[src/rtl/aes_inv_round_seq.sv]
// Sequential AES inverse round (non-final): sixteen Td0 lookups through an external
// registered ROM, XOR-accumulated column by column on top of the round key.
module aes_inv_round_seq (
  input  logic         clk,
  input  logic         rst_n,
  input  logic         in_valid,
  output logic         in_ready,
  input  logic [127:0] state_in,
  input  logic [127:0] rkey_in,
  output logic [7:0]   td_addr,
  input  logic [31:0]  td_q,
  output logic         out_valid,
  input  logic         out_ready,
  output logic [127:0] state_out
);

  typedef enum logic [1:0] {IDLE, RUN, FLUSH, HOLD} state_t;

  state_t        state_reg, state_next;
  logic [3:0]    cnt_reg;
  logic [127:0]  cap_reg;
  logic [127:0]  acc_reg, acc_next;
  logic          pend_valid_reg;
  logic [1:0]    pend_j_reg, pend_k_reg;
  logic          out_valid_reg;

  logic          accept;
  logic [1:0]    cur_j, cur_k, src_col;
  logic [31:0]   src_word;
  logic [7:0]    src_byte;
  logic [31:0]   rot_q;
  logic [31:0]   cap_col [4];

  assign accept   = in_valid && (state_reg == IDLE);
  assign cur_j    = cnt_reg[3:2];
  assign cur_k    = cnt_reg[1:0];
  assign src_col  = cur_j - cur_k;  // 2-bit wrap gives (j-k) mod 4

  for (genvar gi = 0; gi < 4; gi++) begin : g_cap_col
    assign cap_col[gi] = cap_reg[127-32*gi -: 32];
  end

  always_comb begin
    src_word = cap_col[src_col];
    case (cur_k)
      2'd0:    src_byte = src_word[31:24];
      2'd1:    src_byte = src_word[23:16];
      2'd2:    src_byte = src_word[15:8];
      default: src_byte = src_word[7:0];
    endcase
  end

  assign td_addr = (state_reg == RUN) ? src_byte : 8'h00;

  // ROM data belongs to the lookup issued one cycle earlier, so rotate by its delayed k
  always_comb begin
    case (pend_k_reg)
      2'd0:    rot_q = td_q;
      2'd1:    rot_q = {td_q[7:0],  td_q[31:8]};
      2'd2:    rot_q = {td_q[15:0], td_q[31:16]};
      default: rot_q = {td_q[23:0], td_q[31:24]};
    endcase
  end

  always_comb begin
    acc_next = acc_reg;
    if (accept) begin
      acc_next = rkey_in;
    end else if (pend_valid_reg) begin
      case (pend_j_reg)
        2'd0:    acc_next[127:96] = acc_reg[127:96] ^ rot_q;
        2'd1:    acc_next[95:64]  = acc_reg[95:64]  ^ rot_q;
        2'd2:    acc_next[63:32]  = acc_reg[63:32]  ^ rot_q;
        default: acc_next[31:0]   = acc_reg[31:0]   ^ rot_q;
      endcase
    end
  end

  always_comb begin
    state_next = state_reg;
    case (state_reg)
      IDLE:    if (in_valid) state_next = RUN;
      RUN:     if (cnt_reg == 4'd15) state_next = FLUSH;
      FLUSH:   state_next = HOLD;
      HOLD:    if (out_ready) state_next = IDLE;
      default: state_next = IDLE;
    endcase
  end

  always_ff @(posedge clk or negedge rst_n) begin
    if (!rst_n) state_reg <= IDLE;
    else        state_reg <= state_next;
  end

  always_ff @(posedge clk or negedge rst_n) begin
    if (!rst_n) begin
      cnt_reg        <= 4'd0;
      cap_reg        <= 128'd0;
      acc_reg        <= 128'd0;
      pend_valid_reg <= 1'b0;
      pend_j_reg     <= 2'd0;
      pend_k_reg     <= 2'd0;
      out_valid_reg  <= 1'b0;
    end else begin
      if (accept) begin
        cnt_reg <= 4'd0;
        cap_reg <= state_in;
      end else if (state_reg == RUN) begin
        cnt_reg <= cnt_reg + 4'd1;
      end
      acc_reg        <= acc_next;
      pend_valid_reg <= (state_reg == RUN);
      pend_j_reg     <= cur_j;
      pend_k_reg     <= cur_k;
      out_valid_reg  <= (state_next == HOLD);
    end
  end

  assign in_ready  = (state_reg == IDLE);
  assign out_valid = out_valid_reg;
  assign state_out = acc_reg;

endmodule

[config.mk]
export PLATFORM = sky130hd
export DESIGN_NAME = aes_inv_round_seq
export DESIGN_NICKNAME = d
export VERILOG_FILES = /design/src/rtl/aes_inv_round_seq.sv
export SDC_FILE = /design/constraint.sdc
export NUM_CORES = 1
export LEC_CHECK = 0
export CORE_MARGIN = 4
export CORE_UTILIZATION = 51
export CTS_CLUSTER_DIAMETER = 80
export DETAILED_ROUTE_END_ITERATION = 10
export GPL_TIMING_DRIVEN = 0
export PLACE_DENSITY = 0.86
export SLEW_MARGIN = 20
export SYNTH_ARGS = -nofsm -noshare
export SYNTH_HDL_FRONTEND = slang
export SYNTH_SLANG_ARGS = --single-unit
[constraint.sdc]
create_clock -name clk -period 8.19 [get_ports clk]
set_input_delay 2.0475 -clock clk [delete_from_list [all_inputs] [get_ports clk]]
set_output_delay 2.0475 -clock clk [all_outputs]
set_load 0.05 [all_outputs]
==> flow_summary.yaml, run 1 <==
timing:
  maxSlewViolCount: 0
  tightest_slew_ns: 1.10
  setup_violations: 0
  slew_headroom_pct: 26.4
  grt_setup_unrepaired: "no"
  finalCriticalPeriod_ns: 6.25
  hold_viol_final: 0
  skew_ns: 0.0123
  min_period_over_period_pct: 76.3
  setup_slack_ns: 1.94
  max_freq_mhz: 160
drt:
  vias: 14100
  drc_errors: 0
  wl_um: 55600
  drtPass1Iterations: 5
  avgViaCountPerCell: 5.82
  first_iter_violations: 1426
  routedWlPerCell_um: 22.9
  drtAntennaViolNets: 0
global_route:
  antenna_found_initial: 8
  grt_pass1_vias: 14100
  grt_util_all_layers_pct: 35.8
  grt_max_degree: 76
  grt-ovfl-total: 0
  grt_first_pass_wirelength_um: 84100
placed_design:
  gp_congestion: 0.943
  dp.cells: 2363
  dpl_cell_area_mm2: 0.0187
  portBuffers: 429
  pre_cts_ws_ns: 2.60
  hpwlAfterDp_um: 42600
synthesis:
  synthArstFlopShare_pct: 100
  syn_nets: 1887
  syn-cell-area_mm2: 0.0139
  synth.largest_area_cell: "dfrtp_1"
  yosysUniqueCellTypes: 45
  synth_seq_area_share_pct: 48.4
  synthCells: 1590
  ys_warn_count: 0
  synth_seq_cells: 268
  syn_avg_cell_area_um2: 8.72
  ys.flop_type: "dfrtp_1"
  synth.area.top_cells: "dfrtp_1, nand2_1, xor2_1"
  yosysTopAreaCellShare_pct: 48.4
  synth-edff-count: 0
status:
  outcome: "finished clean"
clock_network:
  cts_tree: "yes"
  numCtsBuffers: 28
  cts_root_buf: "clkbuf_16"
  cts_buffer_depth: 3
  clk_latency_ns: 0.56
  hold_buffers: 0
  post-cts-setup-buffers: 0
  h-tree-depth: 1
  clk_pin_slew_ns: 0.06
  cts_resized: 0
  cts.sinks: 268
power:
  p_leak_nw: 8.40
  max-vdd-ir-drop_uv: 556
  p_per_area_mw_per_mm2: 495
die:
  io_pins: 430
  die_y_um: 173
  die_width_um: 173
  rows: 60
  die-area_mm2: 0.0299
  start_util_pct: 51.6
  core_area_mm2: 0.0269
final_layout:
  fin_nets: 2349
  drive_gt1_share_pct: 5.45
  final_cells: 2423
  area_growth_pct: 42.0
  fill_cells: 1941
  finalCoreUtilization_pct: 73.2
  stdcell_area_mm2: 0.0197
setup_path:
  reg2regPathDepth: 8
  max_stage_delay_ns: 0.87
  cp_max_fo: 10
  crit_path_start_kind: "flip-flop"
  critPathKind: "reg -> out"
  cp_cell_sequence: "ha_1 -> inv_1 -> clkbuf_1 -> nor3_1 -> a32oi_1 -> o211ai_1 -> clkdlybuf4s50_1"
  cp.arrival_ns: 4.20
  required_ns: 6.14
  cp_slowest_cell: "nor3_1"
  crit_path_end_kind: "primary output"
hold_path:
  hp-class: "reg -> reg"
  hold_depth: 2
flow_run:
  cap_violations: 0
[through the flow]
stage | setup TNS [ns] | power, W | hold slack [ns]
after detailed placement | 0 | 0.00823 | 0.455
after floorplan | 0 | 0.00615 | 0.426
after global routing | 0 | 0.0102 | 0.495
after CTS | 0 | 0.00966 | 0.479
after global placement | -1680.66 | 0.00812 | 0.455
final | 0 | 0.00974 | 0.478
[worst max-delay path, delay by kind of cell (launching register included)]
family,cells,cell delay (ns)
buffers and inverters,3,1.29
AND/OR/NAND/NOR,1,0.87
AO/OA/AOI/OAI,2,0.63
adder cells (fa/ha/maj),1,0.38
flip-flops,1,0.47
[report_power, final]
group	switching [W]	internal, W	leakage (nW)	total [W]
combinational	0.00385	0.00198	4.62	0.00583
clock	0.000552	0.000832	0.479	0.00138
sequential	0.000543	0.00198	3.30	0.00252
total	0.00494	0.00480	8.40	0.00974
[cell families after synthesis]
| kind of cell | after synthesis | synth area share (%) |
|---|---|---|
| simple gates | 776 | 21.9 |
| fa+ha+maj | 5 | 0.451 |
| mux | 43 | 5.99 |
| compound gates | 247 | 11.3 |
| buf+inv | 119 | 3.58 |
| flops | 268 | 48.4 |
| xor+xnor | 132 | 8.40 |
[cell type report]
class	count	area, um^2	share of cell area [%]
tap	341	427	2.17
buffer	114	478	2.43
antenna	10	25.0	0.127
inverter	5	18.8	0.0954
sequential	268	6710	34.1
multi-input combinational	1203	6660	33.8
timing repair buffer	432	4380	22.3
clock buffer	40	796	4.04
clock inverter	10	193	0.979
[synth_stat cells (all sizes together), types with 6 or more instances]
cell type	instances
a211o	6
a21oi	12
a221o	10
a22oi	22
a311o	10
a31oi	14
a32oi	6
buf	36
clkbuf	78
dfrtp	268
mux2i	11
mux4	32
nand2	708
nand3	7
nand4	6
nor3	31
o21ai	130
o31ai	6
or3	12
xor2	129
[metal layers]
layer / wire, um / global-route usage [%] / up-vias
li1: - / - / 6213
met1: 20000 / 43.7 / 6809
met2: 27100 / 61.1 / 892
met3: 4910 / 6.58 / 192
met4: 3570 / 18.7 / 0
met5: 0 / 0 / -
[cell usage in the layout, fill, tap and decap left out, drive strengths merged, types with 6 or more instances in the layout]
| cell type | count |
|---|---|
| nand2 | 708 |
| clkdlybuf4s50 | 428 |
| dfrtp | 268 |
| o21ai | 130 |
| xor2 | 129 |
| clkbuf | 118 |
| buf | 40 |
| mux4 | 32 |
| nor3 | 31 |
| a22oi | 22 |
| a31oi | 14 |
| a21oi | 12 |
| or3 | 12 |
| mux2i | 11 |
| diode | 10 |
| a221o | 10 |
| a311o | 10 |
| nand3 | 7 |
| a211o | 6 |
| a32oi | 6 |
| nand4 | 6 |
| o31ai | 6 |
[worst paths after layout]
check                                             start                         end  slack (ns)
worst max-delay path             cnt_reg[0]$_DFFE_PN0P_                  td_addr[2]        1.94
worst min-delay path            cap_col[54]$_DFFE_PN0P_     cap_col[54]$_DFFE_PN0P_        0.48
worst max register to register   state_reg[1]$_DFF_PN0_  state_out[117]$_DFFE_PN0P_        5.45
worst min register to register  cap_col[54]$_DFFE_PN0P_     cap_col[54]$_DFFE_PN0P_        0.48
max in group asynchronous                         rst_n    cap_col[116]$_DFFE_PN0P_        5.35
min in group asynchronous                         rst_n  state_out[121]$_DFFE_PN0P_        1.39
(Power assumes the default switching activity.)
==> inputs of run 2 (changes only) <==
--- a/config.mk
+++ b/config.mk
@@ -6,11 +6,11 @@
 export NUM_CORES = 1
 export LEC_CHECK = 0
 export CORE_MARGIN = 4
-export CORE_UTILIZATION = 51
+export CORE_UTILIZATION = 43
 export CTS_CLUSTER_DIAMETER = 80
 export DETAILED_ROUTE_END_ITERATION = 10
 export GPL_TIMING_DRIVEN = 0
-export PLACE_DENSITY = 0.86
+export PLACE_DENSITY = 0.78
 export SLEW_MARGIN = 20
 export SYNTH_ARGS = -nofsm -noshare
 export SYNTH_HDL_FRONTEND = slang
==> constraint.sdc (replaced) <==
create_clock -name clk -period 5.3 [get_ports clk]
set_input_delay 1.325 -clock clk [delete_from_list [all_inputs] [get_ports clk]]
set_output_delay 1.325 -clock clk [all_outputs]
set_load 0.05 [all_outputs]
==> flow_summary.yaml, run 2 (synthesis results as in run 1) <==
timing:
  grt_setup_unrepaired: "no"
  skew_ns: 0.0125
  setup_slack_ns: 0.299
  slew_headroom_pct: 43.8
  min_period_over_period_pct: 94.4
  hold_viol_final: 0
  tightest_slew_ns: 0.842
  setup_violations: 0
  maxSlewViolCount: 0
  finalCriticalPeriod_ns: 5.00
  max_freq_mhz: 200
  fin_tns_setup_ns: 0
setup_path:
  crit_family: "buffers and inverters"
  cp.arrival_ns: 3.68
  required_ns: 3.97
  max_stage_delay_ns: 0.59
  crit_path_end_kind: "primary output"
  cp_cell_sequence: "ha_1 -> xnor2_1 -> buf_2 -> buf_2 -> buf_2 -> nand2_1 -> a31oi_1 -> a21oi_1 -> o211ai_1 -> dlygate4sd2_1"
  cp_slowest_cell: "dlygate4sd2_1"
  cp_common_cell: "buf_2"
  crit_path_start_kind: "flip-flop"
  crit_buf_inv: 4
  critPathKind: "reg -> out"
  cp_max_fo: 10
global_route:
  grt_pass1_vias: 14000
  grt-ovfl-total: 0
  grt-busiest-layer: "met2"
  gr-usage-met3_pct: 4.97
  use_met1_pct: 37.9
  grt_first_pass_wirelength_um: 83500
  grt_util_all_layers_pct: 30.3
  use_met2_pct: 51.8
  antenna_found_initial: 7
  grt_max_degree: 83
placed_design:
  pre_cts_ws_ns: 0.322
  gp_congestion: 0.904
  hpwlAfterDp_um: 42700
  portBuffers: 429
clock_network:
  clk_pin_slew_ns: 0.06
  cts_buffer_depth: 3
  cts_tree: "yes"
  cts_root_buf: "clkbuf_16"
  numCtsBuffers: 29
  h-tree-depth: 1
  cts.sinks: 268
  post-cts-setup-buffers: 0
  clk_latency_ns: 0.57
  cts_resized: 4
  hold_buffers: 0
drt:
  first_iter_violations: 1281
  routedWlPerCell_um: 22.2
  drtAntennaViolNets: 0
  drc_errors: 0
  vias: 13700
  wl_um: 55000
  drtPass1Iterations: 5
  avgViaCountPerCell: 5.53
die:
  die-area_mm2: 0.0352
  core_area_mm2: 0.0316
  start_util_pct: 43.8
  die_y_um: 188
  die_width_um: 188
  rows: 65
  io_pins: 430
status:
  outcome: "finished clean"
final_layout:
  final_cell_mix: "nand2_1, clkdlybuf4s50_1, dfrtp_1"
  final_common_cell: "nand2_1"
  area_growth_pct: 42.7
  drive_gt1_share_pct: 5.79
  fin_nets: 2350
flow_run:
  cap_violations: 0
power:
  max-vdd-ir-drop_uv: 512
  p_leak_nw: 8.51
  p_per_area_mw_per_mm2: 755
hold_path:
  hp-class: "reg -> reg"
==> run 2: path summary, 6_finish.rpt <==
kind                       slack, ns                     from  depth (start not counted)                          to
setup / recovery                0.30   cnt_reg[0]$_DFFE_PN0P_                         10                  td_addr[0]
hold / removal                  0.47  cap_col[18]$_DFFE_PN0P_                          2     cap_col[18]$_DFFE_PN0P_
setup reg to reg                2.26   state_reg[1]$_DFF_PN0_                          8     cap_col[58]$_DFFE_PN0P_
hold reg to reg                 0.47  cap_col[18]$_DFFE_PN0P_                          2     cap_col[18]$_DFFE_PN0P_
max in group asynchronous       3.90                    rst_n                          2    cap_col[112]$_DFFE_PN0P_
min in group asynchronous       0.65                    rst_n                          1  state_out[121]$_DFFE_PN0P_
==> run 2: routing by layer <==
| metal | up-vias | share of wire [%] |
|---|---|---|
| li1 | 6223 | - |
| met1 | 6567 | 38 |
| met2 | 797 | 49 |
| met3 | 151 | 8.1 |
| met4 | 0 | 5.2 |
| met5 | - | 0 |
==> run 2: power by group <==
group	internal, W	leakage [nW]	total (W)	switching, W
clock	0.00122	0.477	0.00209	0.000866
combinational	0.00306	4.73	0.00896	0.00590
sequential	0.00306	3.30	0.00388	0.000821
total	0.00734	8.51	0.0149	0.00758
==> run 2: cell type report <==
class / instances / area (um^2)
Antenna cell: 8 / 20.0
Buffer: 114 / 479
Clock buffer: 40 / 817
Clock inverter: 11 / 151
Fill cell: 2715 / 11900
Inverter: 5 / 18.8
Multi-Input combinational cell: 1203 / 6680
Sequential cell: 268 / 6710
Tap cell: 402 / 503
Timing Repair Buffer: 432 / 4400
==> run 2: worst reg2reg max path, stage by stage, from the launching register on <==
cell	delay, ns
dfrtp_1	0.39
nor2_1	0.37
and2_1	0.28
buf_2	0.27
buf_2	0.28
clkbuf_1	0.39
clkbuf_1	0.69
nand2_1	0.20
nand2_1	0.11
==> run 2: metrics by stage <==
stage	total power [W]	instance area, um^2	util [%]	hold WS [ns]	instances
after floorplan	0.00950	13900	-	0.426	1590
after global placement	0.0126	18700	59.0	0.450	2421
after detailed placement	0.0127	18700	59.2	0.464	2424
after CTS	0.0149	19700	62.4	0.479	2475
after global routing	0.0157	19800	62.5	0.503	2482
final	0.0149	19800	62.5	0.473	2483
==> inputs of run 3 (changes only) <==
--- a/config.mk
+++ b/config.mk
@@ -10,7 +10,7 @@
 export CTS_CLUSTER_DIAMETER = 80
 export DETAILED_ROUTE_END_ITERATION = 10
 export GPL_TIMING_DRIVEN = 0
-export PLACE_DENSITY = 0.78
+export PLACE_DENSITY = 0.81
 export SLEW_MARGIN = 20
 export SYNTH_ARGS = -nofsm -noshare
 export SYNTH_HDL_FRONTEND = slang
==> flow_summary.yaml, run 3 (synthesis results as in run 1) <==
placed_design:
  gp_congestion: 0.916
  hpwlAfterDp_um: 42300
  pre_cts_ws_ns: 0.350
  dp.cells: 2423
  dpl_cell_area_mm2: 0.0187
  portBuffers: 429
setup_path:
  cp_cell_sequence: "ha_1 -> xnor2_1 -> buf_2 -> buf_2 -> buf_2 -> nor3_1 -> a211oi_1 -> o2111ai_1 -> nand4_1 -> dlygate4sd2_1"
  regToRegEndpoint: "state_out[125]$_DFFE_PN0P_"
  reg2reg_slack_ns: 2.13
  crit_path_end_kind: "primary output"
  crit_family: "buffers and inverters"
  required_ns: 3.97
  cp.depth: 10
  critPathKind: "reg -> out"
  crit_buf_inv: 4
  max_stage_delay_ns: 0.57
  reg2regPathDepth: 8
  cp_max_fo: 10
  cp_common_cell: "buf_2"
  cp.arrival_ns: 3.74
  cp_slowest_cell: "dlygate4sd2_1"
  r2r-start: "state_reg[1]$_DFF_PN0_"
  crit_path_start_kind: "flip-flop"
global_route:
  grt_first_pass_wirelength_um: 83800
  grt_max_degree: 100
  grt-ovfl-total: 0
  antenna_found_initial: 4
  grt_pass1_vias: 14000
  grt_util_all_layers_pct: 30.4
power:
  max-vdd-ir-drop_uv: 840
  p_leak_nw: 8.51
  p_per_area_mw_per_mm2: 759
timing:
  min_period_over_period_pct: 95.6
  grt_setup_unrepaired: "no"
  finalCriticalPeriod_ns: 5.07
  whs_ns: 0.477
  hold_viol_final: 0
  maxSlewViolCount: 0
  tightest_slew_ns: 1.10
  slew_headroom_pct: 26.2
  skew_ns: 0.0283
  setup_violations: 0
  setup_slack_ns: 0.232
  max_freq_mhz: 197
die:
  start_util_pct: 43.8
  die_y_um: 188
  die_width_um: 188
  rows: 65
  io_pins: 430
  die-area_mm2: 0.0352
  core_area_mm2: 0.0316
final_layout:
  drive_gt1_share_pct: 5.79
  final_cells: 2476
  final_common_cell: "nand2_1"
  area_growth_pct: 42.7
  fill_cells: 2625
  finalCoreUtilization_pct: 62.5
  final_cell_mix: "nand2_1, clkdlybuf4s50_1, dfrtp_1"
  fin_nets: 2348
  stdcell_area_mm2: 0.0198
drt:
  drtPass1Iterations: 5
  vias: 13800
  first_iter_violations: 1275
  drc_errors: 0
  wl_um: 55300
  avgViaCountPerCell: 5.55
  drtAntennaViolNets: 0
  routedWlPerCell_um: 22.3
clock_network:
  clk_latency_ns: 0.57
  cts_buffer_depth: 3
  cts_root_buf: "clkbuf_16"
  numCtsBuffers: 28
  cts_tree: "yes"
  h-tree-depth: 1
  clk_pin_slew_ns: 0.06
  cts.sinks: 268
hold_path:
  hp-class: "reg -> reg"
  hp-start: "cap_col[17]$_DFFE_PN0P_"
  min_to: "cap_col[17]$_DFFE_PN0P_"
  hold_depth: 2
flow_run:
  cap_violations: 0
status:
  outcome: "finished clean"
run 3: cell count changes in the layout (fill, tap and decap cells not counted), sizes merged, moves of 2 or more:
cell    previous run  this run
clkbuf           118       121
clkinv             5         3
inv                7         5
diode              8         1
run 3: repair_timing:
item,CTS,global route
pin swaps,0,0
hold buffers,0,0
endpoints found under the setup margin,7,7
gates resized for setup,4,7
endpoints found under the hold margin,0,0
setup buffers,0,0
run 3: tightest hold or removal path: stages, from the launching register on:
cell and delay (ns):
dfrtp_1 0.34, nand2_1 0.05, nand2_1 0.05
run 3: layer usage:
layer	routed length, um	vias to the layer above	global-route usage (%)
met5	21	-	0
met4	3030	4	13.7
met3	4510	156	5.68
met2	27300	778	52.5
met1	20500	6609	37.2
li1	-	6205	-
run 3: worst max-delay path by stage:
stage / from / end / slack [ns]
detailed placement: cnt_reg[0]$_DFFE_PN0P_ / td_addr[6] / 0.35
floorplan: cnt_reg[0]$_DFFE_PN0P_ / td_addr[6] / 1.13
global route: cnt_reg[0]$_DFFE_PN0P_ / td_addr[4] / 0.11
CTS: cnt_reg[0]$_DFFE_PN0P_ / td_addr[3] / 0.03
finish: cnt_reg[0]$_DFFE_PN0P_ / td_addr[4] / 0.23
global placement: rst_n / cap_col[11]$_DFFE_PN0P_ / -8.53
run 3: final cells by class:
class	count	area (um^2)	area share, %
diodes	1	2.50	0.0127
plain buffers	114	479	2.42
clock buffers	43	857	4.33
clock inverters	9	161	0.816
inverters	5	18.8	0.0949
multi-input cells	1203	6670	33.7
flip-flops and latches	268	6710	33.9
well taps	402	503	2.54
repair buffers	431	4370	22.1
run 3: metrics by stage:
step                total power [W]  TNS [ns]
floorplan                   0.00950         0
global placement             0.0126  -2275.75
detailed placement           0.0127         0
CTS                          0.0150         0
global route                 0.0158         0
finish                       0.0150         0
run 3: where the power goes:
group          leakage, nW  internal [W]  switching, W
Combinational         4.71       0.00306       0.00592
Clock                0.494       0.00131      0.000850
Sequential            3.30       0.00306      0.000820
Total                 8.51       0.00742       0.00759
